--- config.mk ---
export PLATFORM = sky130hd
export DESIGN_NAME = instruction_cache
export DESIGN_NICKNAME = d
export VERILOG_FILES = /design/src/rtl/instruction_cache_pkg.sv /design/src/rtl/icache_line_array.sv /design/src/rtl/instruction_cache.sv
export SDC_FILE = /design/constraint.sdc
export NUM_CORES = 1
export LEC_CHECK = 0
export CORE_MARGIN = 1
export CORE_UTILIZATION = 54
export DETAILED_ROUTE_END_ITERATION = 10
export PLACE_DENSITY = 0.77
export SLEW_MARGIN = 15
export SYNTH_ARGS = -nofsm -noshare
export SYNTH_HDL_FRONTEND = slang
export SYNTH_SLANG_ARGS = --single-unit
export TNS_END_PERCENT = 50
--- constraint.sdc ---
create_clock -name CLOCK -period 21.9 [get_ports CLOCK]
set_input_delay 2.19 -clock CLOCK [delete_from_list [all_inputs] [get_ports CLOCK]]
set_output_delay 2.19 -clock CLOCK [all_outputs]
set_load 0.005 [all_outputs]
--- src/rtl/instruction_cache_pkg.sv ---
// rtl/instruction_cache_pkg.sv - shared cache FSM encodings, block geometry and word-select helper
// Purpose: common definitions used by both the instruction and data caches.
// Ports: none (package).
package instruction_cache_pkg;

  typedef enum logic [1:0] {
    IDLE      = 2'd0,
    MEM_FETCH = 2'd1,
    UPDATE    = 2'd2
  } cache_state_t;

  localparam int BLOCK_BYTES   = 16;
  localparam int BLOCK_BITS    = BLOCK_BYTES * 8;
  localparam int MEM_ADDR_BITS = 28;

  // Word 0 lives in bits [31:0], word 3 in bits [127:96].
  function automatic logic [31:0] block_word(input logic [BLOCK_BITS-1:0] blk,
                                             input logic [1:0] offset);
    return blk[32*offset +: 32];
  endfunction

endpackage

--- src/rtl/icache_line_array.sv ---
// rtl/icache_line_array.sv - direct-mapped line storage: valid/tag/data with async read, sync write
// Purpose: per-line valid bit, tag and 128-bit block for the instruction cache.
// Ports:
//   clock      - single clock
//   reset      - synchronous active-high; clears valid bits only, blocks writes
//   rd_index   - line selected for the combinational read
//   rd_valid   - valid bit of the selected line
//   rd_tag     - tag of the selected line
//   rd_data    - data block of the selected line
//   wr_en      - write the line at wr_index on the next posedge
//   wr_index   - line to write
//   wr_tag     - tag to store
//   wr_data    - block to store
module icache_line_array
  import instruction_cache_pkg::*;
#(
  parameter int INDEX_BITS = 3,
  parameter int TAG_BITS   = 25
) (
  input  logic                  clock,
  input  logic                  reset,
  input  logic [INDEX_BITS-1:0] rd_index,
  output logic                  rd_valid,
  output logic [TAG_BITS-1:0]   rd_tag,
  output logic [BLOCK_BITS-1:0] rd_data,
  input  logic                  wr_en,
  input  logic [INDEX_BITS-1:0] wr_index,
  input  logic [TAG_BITS-1:0]   wr_tag,
  input  logic [BLOCK_BITS-1:0] wr_data
);

  localparam int LINES = 1 << INDEX_BITS;

  logic [LINES-1:0]      valid;
  logic [TAG_BITS-1:0]   tags [LINES];
  logic [BLOCK_BITS-1:0] data [LINES];

  always_ff @(posedge clock) begin
    if (reset) begin
      valid <= '0;
    end else if (wr_en) begin
      valid[wr_index] <= 1'b1;
    end
  end

  // Tag/data are never reset; a reset edge still suppresses the write so an
  // aborted fill leaves no trace in the arrays.
  always_ff @(posedge clock) begin
    if (wr_en && !reset) begin
      tags[wr_index] <= wr_tag;
      data[wr_index] <= wr_data;
    end
  end

  assign rd_valid = valid[rd_index];
  assign rd_tag   = tags[rd_index];
  assign rd_data  = data[rd_index];

endmodule

--- src/rtl/instruction_cache.sv ---
// rtl/instruction_cache.sv - direct-mapped read-only instruction cache with single-block refill
// Purpose: zero-latency hits; a miss stalls the CPU, fetches a 16-byte block, installs it.
// Ports:
//   CLOCK        - single clock
//   RESET        - synchronous active-high reset
//   READ         - CPU fetch request
//   ADDRESS      - CPU byte PC (bits [1:0] ignored)
//   INSTRUCTION  - fetched instruction word
//   BUSYWAIT     - CPU stall
//   MEM_READ     - block read request to instruction memory
//   MEM_ADDRESS  - block address (PC[31:4]) of the fill in progress
//   MEM_READDATA - 16-byte block from memory
//   MEM_BUSYWAIT - memory busy; block valid when low
module instruction_cache
  import instruction_cache_pkg::*;
#(
  parameter int INDEX_BITS = 3,
  parameter int ADDR_BITS  = 32
) (
  input  logic                     CLOCK,
  input  logic                     RESET,
  input  logic                     READ,
  input  logic [ADDR_BITS-1:0]     ADDRESS,
  output logic [31:0]              INSTRUCTION,
  output logic                     BUSYWAIT,
  output logic                     MEM_READ,
  output logic [MEM_ADDR_BITS-1:0] MEM_ADDRESS,
  input  logic [BLOCK_BITS-1:0]    MEM_READDATA,
  input  logic                     MEM_BUSYWAIT
);

  localparam int TAG_BITS = ADDR_BITS - 4 - INDEX_BITS;

  cache_state_t state, next_state;

  logic [1:0]            offset;
  logic [INDEX_BITS-1:0] index;
  logic [TAG_BITS-1:0]   tag;
  logic                  hit;

  logic                  line_valid;
  logic [TAG_BITS-1:0]   line_tag;
  logic [BLOCK_BITS-1:0] line_data;

  // Block address latched on the miss edge; drives memory and the fill target.
  logic [ADDR_BITS-5:0]  fill_block;
  logic [BLOCK_BITS-1:0] fill_data;
  logic                  line_write;

  logic unused_byte_bits;
  assign unused_byte_bits = ^ADDRESS[1:0];

  assign offset = ADDRESS[3:2];
  assign index  = ADDRESS[4+INDEX_BITS-1:4];
  assign tag    = ADDRESS[ADDR_BITS-1:4+INDEX_BITS];

  icache_line_array #(
    .INDEX_BITS (INDEX_BITS),
    .TAG_BITS   (TAG_BITS)
  ) u_lines (
    .clock    (CLOCK),
    .reset    (RESET),
    .rd_index (index),
    .rd_valid (line_valid),
    .rd_tag   (line_tag),
    .rd_data  (line_data),
    .wr_en    (line_write),
    .wr_index (fill_block[INDEX_BITS-1:0]),
    .wr_tag   (fill_block[ADDR_BITS-5:INDEX_BITS]),
    .wr_data  (fill_data)
  );

  assign hit         = line_valid && (line_tag == tag);
  assign INSTRUCTION = block_word(line_data, offset);

  always_ff @(posedge CLOCK) begin
    if (RESET) begin
      state      <= IDLE;
      fill_block <= '0;
    end else begin
      state <= next_state;
      if (state == IDLE && READ && !hit) begin
        fill_block <= ADDRESS[ADDR_BITS-1:4];
      end
    end
  end

  // Capture the block on the edge that leaves MEM_FETCH; UPDATE writes it.
  always_ff @(posedge CLOCK) begin
    if (state == MEM_FETCH && !MEM_BUSYWAIT) begin
      fill_data <= MEM_READDATA;
    end
  end

  always_comb begin
    next_state  = state;
    BUSYWAIT    = 1'b0;
    MEM_READ    = 1'b0;
    MEM_ADDRESS = '0;
    line_write  = 1'b0;
    case (state)
      IDLE: begin
        BUSYWAIT = READ && !hit;
        if (READ && !hit) begin
          next_state = MEM_FETCH;
        end
      end
      MEM_FETCH: begin
        BUSYWAIT    = 1'b1;
        MEM_READ    = 1'b1;
        MEM_ADDRESS = MEM_ADDR_BITS'(fill_block);
        if (!MEM_BUSYWAIT) begin
          next_state = UPDATE;
        end
      end
      UPDATE: begin
        BUSYWAIT   = 1'b1;
        line_write = 1'b1;
        next_state = IDLE;
      end
      default: begin
        next_state = IDLE;
      end
    endcase
  end

endmodule

Word-level counts from Yosys, hierarchy flattened
Memory sizes are Yosys's and may differ from the RTL's. Index checks and enable logic that the tools add are counted. Widths: inputs -> output; s select.

Register bits: 166. Latch bits: 0. Bits in writable memories: 1224. Memory bits (read-only): 0. Output and inout port bits: 62. Memories kept: 2.

Add/sub/neg operators: 0. $mul: 0. Divide/modulo/power cells: 0. $lt $le $gt $ge: 3. Equal/unequal tests: 5. Shift-type cells: 1. Muxes and demuxes: 13. Bitwise logic cells: 1. Reductions and logical operators: 13.

Memory list: u_lines.data (words 8, bits a word 128, read ports 1, clocked after Yosys merged registers in 0, write ports 1, line icache_line_array.sv:36) `logic [BLOCK_BITS-1:0] data [LINES];`; u_lines.tags (words 8, bits a word 25, read ports 1, clocked after Yosys merged registers in 0, write ports 1, line icache_line_array.sv:35) `logic [TAG_BITS-1:0] tags [LINES];`.

Operators by type and width (number): $shiftx 128x8->32 (1); $mux 28 (1); $eq 25x25->1 (1); $lt 3x4->1 const B (2); $or 8x8->8 (1); $logic_and 1x1->1 (7); $mux 1 (6); $mux 2 (2); $pmux 2 s2 (1); $bmux 1 s3 (1); $demux 1 s3 (1); $ge 3x1->1 const B (1); $logic_not 1->1 (3); $eq 2x1->1 const B (1); $eq 2x2->1 const B (1); $logic_not 2->1 (1); $ne 2x1->1 const B (1); $ne 2x2->1 const B (1); $pmux 1 s2 (1); $reduce_and 2->1 (1); $reduce_or 2->1 (1).

Logic depth before layout (Yosys ltp)
Gate-level depths: netlist of the first run.

Depth after elaboration: 7. Mapped depth: 15.

By module
From an unflattened synthesis of the first run, not the netlist that was laid out.

Cell total of the unflattened synthesis: 2166. Area, all modules: 52552.9 µm².

Modules (own cells, without submodules): icache_line_array (times used 1, cells an instance 1819, area an instance 46294.4 µm², seq. area each 36915.4 µm²); instruction_cache (times used 1, cells an instance 347, area an instance 6258.5 µm², seq. area each 4444.3 µm²).

Least setup slack after synthesis of the first run
Ideal clock, no wire load.

Path kind: input to register. From: input port RESET. To: memory u_lines.data[0][0] (netlist bit), enable pin. Data arrival time: 16.724 ns. Required time: 20.856 ns. Setup slack: 4.132 ns. Stages on the path: 1. Buffers on the path: 0. Path through: nor4_1.

Word-level cells in the longest chain between the ends: 4.

Ends and longest elaborated chain: start, declared (line instruction_cache.sv:21) `input logic RESET,`; $logic_not 1->1 (line icache_line_array.sv:49) `if (wr_en && !reset) begin`; $logic_and 1x1->1 (line icache_line_array.sv:49); $mux 1 (line icache_line_array.sv:49); $mux 1 (implied by the code) (line icache_line_array.sv:51) `data[wr_index] <= wr_data;`; end, declared (line icache_line_array.sv:36).

No other way between the ends.

Worst setup path after layout of the first run
From: input port ADDRESS[4]. To: output port INSTRUCTION[19].

Word-level cells in the longest chain between the ends: 2.

Ends and longest elaborated chain: start, declared (line instruction_cache.sv:23) `input logic [ADDR_BITS-1:0] ADDRESS,`; $mem_v2 8x128; $shiftx 128x8->32 (line instruction_cache_pkg.sv:19) `return blk[32*offset +: 32];`; end, declared (line instruction_cache.sv:24) `output logic [31:0] INSTRUCTION,`.

No other way between the ends.

==> impl_metrics.py, run 1 <==
metrics = {
    "synthesis": {
        "synth_seq_cells": 1390,
        "yosys.area.top_type": "edfxtp_1",
        "ys_async_sr_fraction_pct": 0,
        "ys_types": 35,
        "synth_edf_count": 1352,
        "yosysMostFrequentCell": "edfxtp_1",
        "synth_area_leaders": "edfxtp_1 78%, mux4_2 15%, mux2i_1 1.7%",
        "synth.cell_area_sq_um": 52200,
        "synthCells": 2171,
        "yosysWarnings": 0,
        "yosys_most_used_dff": "edfxtp_1",
        "synth_top_cell_area_share_pct": 77.78,
        "syn_area_per_cell_sq_um": 24.04,
        "synth_fp_nets": 2340,
        "seq_area_frac_synth_pct": 79.24,
        "synth.top_cells.by_count": "1352 x edfxtp_1, 348 x mux4_2, 90 x mux2i_1",
    },
    "die": {
        "rows": 113,
        "die_width_microns": 312.9,
        "die_area_sq_um": 97900,
        "coreArea_sq_um": 95440,
        "dieHeight_microns": 312.9,
        "boundaryPins": 226,
        "start_util_pct": 54.69,
    },
    "global_routing": {
        "antenna_found_initial": 7,
        "grt_max_degree": 129,
        "grt_pass1_vias": 25130,
        "grt_pass1_wl_microns": 161500,
        "grt.overflow.total": 0,
        "grt_util_all_layers_pct": 22.77,
    },
    "place": {
        "portBuffers": 223,
        "gp_congestion": 0.7608,
        "dp_slack_ns": 11.81,
        "hpwl_microns": 56600,
    },
    "cts": {
        "cts_tree": "yes",
        "clock_latency_ns": 0.74,
        "cts.clk_slew.worst_paths_ns": 0.06,
        "cts_num_sinks": 1390,
        "cts_buffer_depth": 3,
        "cts_inserted_buffers": 135,
        "root_buffer": "clkbuf_16",
        "hold_buffers": 0,
        "cts_resized": 0,
        "h-tree-depth": 4,
        "post_cts_buffers": 0,
    },
    "setup_path": {
        "criticalPathCategory": "in2out",
        "path_common_cell": "buf_4",
        "crit_family": "buffers and inverters",
        "crit_start": "ADDRESS[4]",
        "worst-path-buf-inv": 5,
        "path_max_fanout": 77,
        "reg2reg_slack_ns": 18.23,
        "rr_worst_depth": 6,
        "timing.rr.end": "u_lines.data[0][122]$_DFFE_PP_",
        "cpMaxStageDelayCell": "buf_4",
        "crit_cells": 8,
        "crit_end": "INSTRUCTION[19]",
        "regToRegStartpoint": "state[0]$_SDFFE_PP0P_",
        "cpPeakStageDelay_ns": 0.93,
        "required_ns": 19.71,
        "endpoint_kind": "output port",
        "cp_cell_sequence": "buf_8 -> buf_4 -> buf_4 -> buf_4 -> mux4_2 -> mux4_2 -> mux2_2 -> clkdlybuf4s50_1",
        "start_kind": "input port",
        "critPathArrivalTime_ns": 7.71,
    },
    "timing": {
        "fin_tns_setup_ns": 0,
        "setup_slack_ns": 12.00,
        "fin_crit_ns": 9.903,
        "tightest_slew_ns": 1.166,
        "setup_viol": 0,
        "final-hold-violation-count": 0,
        "fin_hold_ws_ns": 0.4479,
        "min_period_over_period_pct": 45.22,
        "fin_skew_ns": 0.03239,
        "rsz0062_at_grt": "false",
        "maxSlewViolCount": 0,
        "clock.fmax_ghz": 0.1010,
        "slew_headroom_pct": 22.26,
    },
    "routing": {
        "viasPerCell": 6.091,
        "dr.pass1.iters": 7,
        "drt_iter0_drc": 2258,
        "vias": 23320,
        "routed_wl_microns": 109400,
        "wl_per_cell_microns": 28.58,
        "drt.antenna.violating_nets": 0,
        "drc": 0,
    },
    "power": {
        "powerDensity_nw_per_um2": 93.78,
        "power_leakage_nw": 19.08,
        "peakVddDrop_uv": 63.55,
    },
    "cells_and_area": {
        "nets": 2627,
        "layout-drive-gt1-share_pct": 24.08,
        "syn2layout_area_growth_pct": 15.14,
        "fin_util_pct": 62.97,
    },
    "hold_path": {
        "hold_path.class": "reg2reg",
    },
    "outcome": {
        "outcome": "finished, final reports clean",
    },
    "run": {
        "drv_cap": 0,
    },
}
[per-stage QoR]
step	area (sq um)	power (mW)	cells
finish	60100	5.636	3828
global route	60090	5.800	3827
CTS	60090	5.685	3827
detailed placement	55890	3.482	3586
global placement	55890	3.462	3586
floorplan	52200	3.337	2171
[final cells by class]
cell class	count	area, sq um
diodes	1	2.502
clock buffers	174	3650
clock inverters	67	549.3
fillers	6084	35340
inverters	4	15.01
multi-input cells	670	10390
flip-flops and latches	1390	41360
well taps	1265	1583
repair buffers	257	2544
[placed cells by master (no fill, tap or decap), types with 20 or more instances in the layout]
master	instances
edfxtp_1	1352
mux4_2	348
clkdlybuf4s50_1	218
clkbuf_16	139
mux2i_1	90
nand2_1	67
dfxtp_1	38
mux2_2	33
and2_1	31
clkbuf_1	31
buf_4	31
clkinv_1	25
a22oi_1	21
xor2_1	20
clkinv_2	20
[state kept, by name (all words and copies together) (netlist names)]
| name | count |
|---|---|
| u_lines.data | 1024 |
| u_lines.tags | 200 |
| fill_data | 128 |
| fill_block | 28 |
| state | 2 |
| u_lines.valid | 8 |
[per-layer routing]
layer | routed length (microns) | share of wire [%] | up-vias | global-route usage (%)
met1 | 40590 | 37 | 12480 | 28.25
li1 | - | - | 9781 | -
met3 | 7361 | 6.7 | 187 | 4.850
met5 | 66 | 0.060 | - | 0
met4 | 3087 | 2.8 | 12 | 8.259
met2 | 58320 | 53 | 858 | 39.63
[worst min path at each step]
stage	to	cells after the start	from	slack, ns
6_report	u_lines.valid[6]$_SDFFE_PP0N_	1	u_lines.valid[6]$_SDFFE_PP0N_	0.45
5_1_grt	u_lines.valid[5]$_SDFFE_PP0N_	1	u_lines.valid[5]$_SDFFE_PP0N_	0.46
4_1_cts	u_lines.valid[6]$_SDFFE_PP0N_	1	u_lines.valid[6]$_SDFFE_PP0N_	0.45
3_5_place_dp	u_lines.valid[6]$_SDFFE_PP0N_	1	u_lines.valid[6]$_SDFFE_PP0N_	0.44
3_3_place_gp	u_lines.valid[2]$_SDFFE_PP0N_	1	u_lines.valid[2]$_SDFFE_PP0N_	0.43
2_1_floorplan	u_lines.valid[2]$_SDFFE_PP0N_	1	u_lines.valid[2]$_SDFFE_PP0N_	0.42
[power breakdown]
part           total, mW  leakage (nW)  switching, mW  internal, mW
registers           3.11          12.5         0.0746          3.03
logic              0.316          4.49          0.163         0.154
clock network       2.21          2.06          0.950          1.26
[kinds of logic (layout without fill, tap and decap cells)]
family                     count (synthesis)  count (layout)  share of synthesized area [%]
adders and majority gates                  5               5                         0.1199
and+or+nand+nor                          128             128                          1.172
other                                      0               1                              0
AOI/OAI and AO/OA                         44              44                         0.6736
muxes                                    471             471                          17.45
buffers and inverters                    111             502                         0.9708
xor gates and xnor gates                  22              22                         0.3692
DFF                                     1390            1390                          79.24
Note: power is estimated with default switching activity, not from simulation.
==> inputs of run 2 (changes only) <==
Settings changed: PLACE_DENSITY 0.77 to 0.8.
Clock period 21.9 ns to 8.3 ns, I/O delays scaled along.
==> run 2 against run 1 <==
Compared with the run above:
- cell count about the same
- sequential cell count unchanged
- non-clock buffer count down 5
- largest power group unchanged
- critical path depth up 3
- critical endpoint is now BUSYWAIT
- setup slack got worse by 9.3 ns
- sequential power grew to 2.6 times the previous value
- die area is the same
- register-to-register slack got worse by 13 ns
- hold slack better by 0.0029 ns
==> impl_metrics.py, run 2 (synthesis gave the netlist of run 1 again) <==
metrics = {
    "power": {
        "internal_power_mw": 11.92,
        "power_leakage_nw": 19.16,
        "peakVddDrop_uv": 159.3,
        "p_sw_mw": 3.160,
        "p_seq_share_pct": 54.4,
        "power_frac_clock_pct": 40.0,
        "powerDensity_nw_per_um2": 249.9,
        "p_total_mw": 15.08,
        "p_comb_share_pct": 5.6,
        "p_sw_share_pct": 20.96,
    },
    "setup_path": {
        "cpMaxStageDelayCell": "buf_4",
        "critPathArrivalTime_ns": 4.81,
        "start_kind": "input port",
        "rr_worst_depth": 6,
        "required_ns": 7.47,
        "criticalPathCategory": "in2out",
        "endpoint_kind": "output port",
        "timing.rr.end": "u_lines.data[0][47]$_DFFE_PP_",
        "regToRegStartpoint": "state[0]$_SDFFE_PP0P_",
        "cp_cell_sequence": "clkbuf_8 -> buf_4 -> nor2b_1 -> a22oi_1 -> nand2_1 -> xor2_1 -> nand4_1 -> o41ai_4 -> nor2_4 -> o21ba_1 -> clkdlybuf4s50_1",
        "reg2reg_slack_ns": 5.06,
        "cpPeakStageDelay_ns": 0.86,
        "path_max_fanout": 80,
    },
    "cts": {
        "cts_num_sinks": 1390,
        "hold_buffers": 0,
        "h-tree-depth": 4,
        "root_buffer": "clkbuf_16",
        "post_cts_buffers": 0,
        "cts_buffer_depth": 3,
        "cts_resized": 0,
        "cts.clk_slew.worst_paths_ns": 0.06,
        "clock_latency_ns": 0.73,
        "cts_tree": "yes",
        "cts_inserted_buffers": 136,
    },
    "timing": {
        "min_period_over_period_pct": 67.96,
        "setup_slack_ns": 2.659,
        "fin_crit_ns": 5.641,
        "setup_viol": 0,
        "clock.fmax_ghz": 0.1773,
        "maxSlewViolCount": 0,
        "fin_hold_ws_ns": 0.4508,
        "final-hold-violation-count": 0,
        "tightest_slew_ns": 1.284,
        "fin_skew_ns": 0.02703,
        "slew_headroom_pct": 14.42,
        "rsz0062_at_grt": "false",
    },
    "die": {
        "coreArea_sq_um": 95440,
        "die_width_microns": 312.9,
        "boundaryPins": 226,
        "die_area_sq_um": 97900,
        "start_util_pct": 54.69,
        "dieHeight_microns": 312.9,
        "rows": 113,
    },
    "cells_and_area": {
        "regMostFlops": "u_lines.data",
        "fin_util_pct": 63.21,
        "regArea_sq_um": 41360,
        "nets": 2623,
        "layout-drive-gt1-share_pct": 24.27,
        "final_common_cell": "edfxtp_1",
        "biggestRegsByFlops": "u_lines.data: 1024 flops, u_lines.tags: 200 flops, fill_data: 128 flops",
        "fill_cells": 6013,
        "largest_reg_flops": 1024,
        "layout_common_cells": "1352 x edfxtp_1, 348 x mux4_2, 218 x clkdlybuf4s50_1, 140 x clkbuf_16, 90 x mux2i_1",
        "syn2layout_area_growth_pct": 15.58,
        "multi_input_area_sq_um": 10420,
    },
    "routing": {
        "drc": 0,
        "dr.pass1.iters": 5,
        "viasPerCell": 6.124,
        "routed_wl_microns": 111000,
        "drt.antenna.violating_nets": 0,
        "drt_iter0_drc": 2329,
        "wl_per_cell_microns": 29.01,
        "vias": 23430,
    },
    "global_routing": {
        "antenna_found_initial": 4,
        "grt_util_all_layers_pct": 23.08,
        "grt_busiest_layer": "met2",
        "grt_pass1_wl_microns": 163500,
        "grt_pass1_vias": 24730,
        "grt.overflow.total": 0,
        "met1_usage_pct": 29.78,
        "groute.layer.met3.usage_pct": 4.493,
        "use_met2_pct": 39.51,
        "grt_max_degree": 152,
    },
    "place": {
        "portBuffers": 223,
        "hpwl_microns": 56400,
        "dp_slack_ns": 2.639,
        "gp_congestion": 0.7655,
    },
    "hold_path": {
        "min_to": "u_lines.valid[3]$_SDFFE_PP0N_",
        "holdCritStartpoint": "u_lines.valid[3]$_SDFFE_PP0N_",
        "hold_depth": 1,
        "hold_path.class": "reg2reg",
    },
    "outcome": {
        "outcome": "finished, final reports clean",
    },
    "run": {
        "drv_cap": 0,
    },
}
==> run 2: worst max-delay path: cells and delay by family <==
family / cells / cell delay, ns
AO/OA/AOI/OAI: 3 / 0.83
XOR/XNOR: 1 / 0.16
buffers and inverters: 3 / 2.02
AND/OR/NAND/NOR: 4 / 0.74
==> run 2: power groups by stage <==
stage,Clock (mW),Sequential (mW),Combinational (mW)
global placement,0,8.31,0.827
floorplan,0,8.30,0.496
detailed placement,0,8.35,0.846
global route,6.38,8.23,0.890
CTS,6.12,8.20,0.857
finish,6.03,8.20,0.844
==> run 2: layout make-up <==
| class | instances | area share (%) |
|---|---|---|
| timing repair buffer | 252 | 4.279 |
| clock inverter | 73 | 1.178 |
| tap | 1265 | 2.624 |
| sequential | 1390 | 68.56 |
| antenna | 2 | 0.008296 |
| clock buffer | 170 | 6.060 |
| multi-input combinational | 670 | 17.27 |
| inverter | 4 | 0.02489 |
==> run 2: how the worst max path moves through the flow <==
stage	start	end	slack, ns	depth (start not counted)
after global placement	ADDRESS[6]	BUSYWAIT	2.64	11
after global routing	ADDRESS[4]	BUSYWAIT	2.34	11
after detailed placement	ADDRESS[4]	BUSYWAIT	2.64	11
after floorplan	RESET	u_lines.data[3][0]$_DFFE_PP_	-3.94	3
after CTS	ADDRESS[4]	BUSYWAIT	2.65	11
final	ADDRESS[6]	BUSYWAIT	2.66	11
==> run 2: routing by layer <==
layer  vias up  part of all wire, %
li1       9770                    -
met1     12400                   37
met2      1066                   53
met3       190                  7.2
met4         6                  2.9
met5         -                0.037
==> run 2: metrics by stage <==
stage	area, sq um	TNS, ns	cells
3_5_place_dp	55960	0	3581
5_1_grt	60320	0	3824
6_report	60330	0	3826
2_1_floorplan	52210	-1072.50	2171
3_3_place_gp	55960	0	3581
4_1_cts	60320	0	3824
==> inputs of run 3 (changes only) <==
Clock period 8.3 ns to 4.8 ns, I/O delays scaled along.
==> run 3 against run 2 <==
Compared with the run above:
- critical path depth fell by 2
- cell area barely moved
- sequential power rose by 73%
- clock power rose by 66%
- clock skew rose by 0.0050 ns
- largest power group unchanged
- sequential share of layout area fell by 0.051 points
- total power rose by 70%
- highest routed layer unchanged
- first-iteration DRC count fell by 2.2%
- global-route usage rose by 0.052 points
- combinational power rose by 74%
- non-clock buffer count rose by 9
- sequential cell count did not move
==> impl_metrics.py, run 3 (synthesis gave the netlist of run 1 again) <==
metrics = {
    "timing": {
        "tightest_slew_ns": 1.017,
        "final-hold-violation-count": 0,
        "clock.fmax_ghz": 0.2315,
        "setup_viol": 0,
        "slew_headroom_pct": 32.20,
        "maxSlewViolCount": 0,
        "min_period_over_period_pct": 89.98,
        "fin_skew_ns": 0.03203,
        "rsz0062_at_grt": "false",
        "fin_crit_ns": 4.319,
    },
    "power": {
        "p_comb_share_pct": 5.7,
        "power_leakage_nw": 19.16,
        "p_sw_share_pct": 21.21,
        "p_seq_share_pct": 55.3,
        "powerDensity_nw_per_um2": 425.2,
        "power_frac_clock_pct": 39.0,
        "internal_power_mw": 20.22,
        "p_total_mw": 25.67,
        "peakVddDrop_uv": 419.2,
        "p_sw_mw": 5.446,
    },
    "hold_path": {
        "hold_path.class": "in2reg",
        "holdCritStartpoint": "ADDRESS[4]",
        "min_to": "fill_block[0]$_SDFFE_PP0P_",
        "hold_depth": 3,
    },
    "cells_and_area": {
        "nets": 2631,
        "final_common_cell": "edfxtp_1",
        "syn2layout_area_growth_pct": 15.67,
        "stdcell_area_sq_um": 60370,
        "layout_common_cells": "1352 x edfxtp_1, 348 x mux4_2, 218 x clkdlybuf4s50_1, 141 x clkbuf_16, 90 x mux2i_1",
        "regMostFlops": "u_lines.data",
        "biggestRegsByFlops": "u_lines.data: 1024 flops, u_lines.tags: 200 flops, fill_data: 128 flops",
        "layout-drive-gt1-share_pct": 24.22,
        "largest_reg_flops": 1024,
    },
    "place": {
        "hpwl_microns": 56570,
        "gp_congestion": 0.7536,
        "portBuffers": 223,
        "placed_area_sq_um": 56200,
    },
    "outcome": {
        "outcome": "finished, final reports clean",
    },
    "cts": {
        "h-tree-depth": 4,
        "hold_buffers": 0,
        "clock_latency_ns": 0.75,
        "root_buffer": "clkbuf_16",
        "post_cts_buffers": 0,
        "cts_tree": "yes",
        "cts_inserted_buffers": 135,
        "cts.clk_slew.worst_paths_ns": 0.06,
        "cts_buffer_depth": 3,
        "cts_num_sinks": 1390,
        "cts_resized": 0,
    },
    "setup_path": {
        "path_max_fanout": 4,
        "criticalPathCategory": "reg2out",
        "reg2reg_slack_ns": 1.65,
        "worst-path-buf-inv": 1,
        "crit_family": "compound AO/OA/AOI/OAI gates",
        "cpMaxStageDelayCell": "or4_4",
        "cpPeakStageDelay_ns": 0.57,
        "critPathArrivalTime_ns": 3.84,
        "cp_cell_sequence": "mux4_2 -> mux2i_1 -> xor2_1 -> o2111ai_1 -> or4_4 -> o41ai_4 -> nor2_4 -> o21ba_1 -> clkdlybuf4s50_1",
        "start_kind": "flop",
        "rr_worst_depth": 9,
        "timing.rr.end": "fill_block[18]$_SDFFE_PP0P_",
        "endpoint_kind": "output port",
        "regToRegStartpoint": "u_lines.tags[7][7]$_DFFE_PP_",
        "required_ns": 4.32,
    },
    "routing": {
        "wl_per_cell_microns": 28.83,
        "vias": 23450,
        "drt_iter0_drc": 2277,
        "routed_wl_microns": 110600,
        "drc": 0,
        "viasPerCell": 6.111,
        "dr.pass1.iters": 5,
        "drt.antenna.violating_nets": 0,
    },
    "global_routing": {
        "grt.overflow.total": 0,
        "grt_pass1_vias": 25110,
        "grt_pass1_wl_microns": 163400,
        "grt_max_degree": 129,
        "grt_util_all_layers_pct": 23.13,
        "antenna_found_initial": 7,
    },
    "die": {
        "dieHeight_microns": 312.9,
        "rows": 113,
        "coreArea_sq_um": 95440,
        "die_width_microns": 312.9,
        "boundaryPins": 226,
        "start_util_pct": 54.69,
        "die_area_sq_um": 97900,
    },
    "run": {
        "drv_cap": 0,
    },
}
[run 3: tightest hold or removal path, delay by kind of cell]
kind                   cells  cell delay (ns)
buffers and inverters      1             0.20
multiplexers               1             0.07
AND/OR/NAND/NOR            1             0.10
[run 3: final cells by class]
cell class | count | area (sq um)
diodes | 4 | 10.01
well taps | 1265 | 1583
clock buffers | 176 | 3670
inverters | 4 | 15.01
clock inverters | 67 | 495.5
repair buffers | 261 | 2786
multi-input cells | 670 | 10450
fillers | 6078 | 35060
flip-flops and latches | 1390 | 41360
[run 3: worst max-delay path by stage]
stage                     cells past startpoint  slack (ns)                          from                      endpoint
after floorplan                               4       -1.20         state[0]$_SDFFE_PP0P_  u_lines.data[0][0]$_DFFE_PP_
after global placement                       11        0.64                    ADDRESS[6]                      BUSYWAIT
after detailed placement                     11        0.53                    ADDRESS[6]                      BUSYWAIT
after CTS                                     9        0.42  u_lines.tags[7][7]$_DFFE_PP_                      BUSYWAIT
after global routing                         11        0.30                    ADDRESS[6]                      BUSYWAIT
final                                         9        0.48  u_lines.tags[7][7]$_DFFE_PP_                      BUSYWAIT
[run 3: layer usage]
| metal | routed length (microns) | vias to the layer above | GRT usage [%] |
|---|---|---|---|
| met4 | 3682 | 10 | 9.590 |
| met1 | 40790 | 12470 | 28.85 |
| met3 | 7749 | 202 | 5.068 |
| li1 | - | 9792 | - |
| met5 | 61 | - | 0 |
| met2 | 58330 | 977 | 39.46 |
[run 3: metrics by stage]
stage / hold WS, ns / worst slack (ns) / cells / setup TNS, ns / util (%)
3_5_place_dp: 0.4434 / 0.5281 / 3590 / 0 / 58.89
4_1_cts: 0.1346 / 0.4184 / 3833 / 0 / 63.25
6_report: 0.1696 / 0.4811 / 3837 / 0 / 63.26
5_1_grt: 0.1748 / 0.3045 / 3835 / 0 / 63.26
2_1_floorplan: 0.4211 / -1.199 / 2171 / -724.84 / -
3_3_place_gp: 0.4271 / 0.6441 / 3590 / 0 / 58.89
[run 3: power by group through the flow]
stage	clock network, mW	logic [mW]	registers (mW)
finish	10.0	1.47	14.2
CTS	10.2	1.49	14.2
floorplan	0	0.869	14.3
detailed placement	0	1.47	14.4
global placement	0	1.45	14.4
global route	10.7	1.55	14.2
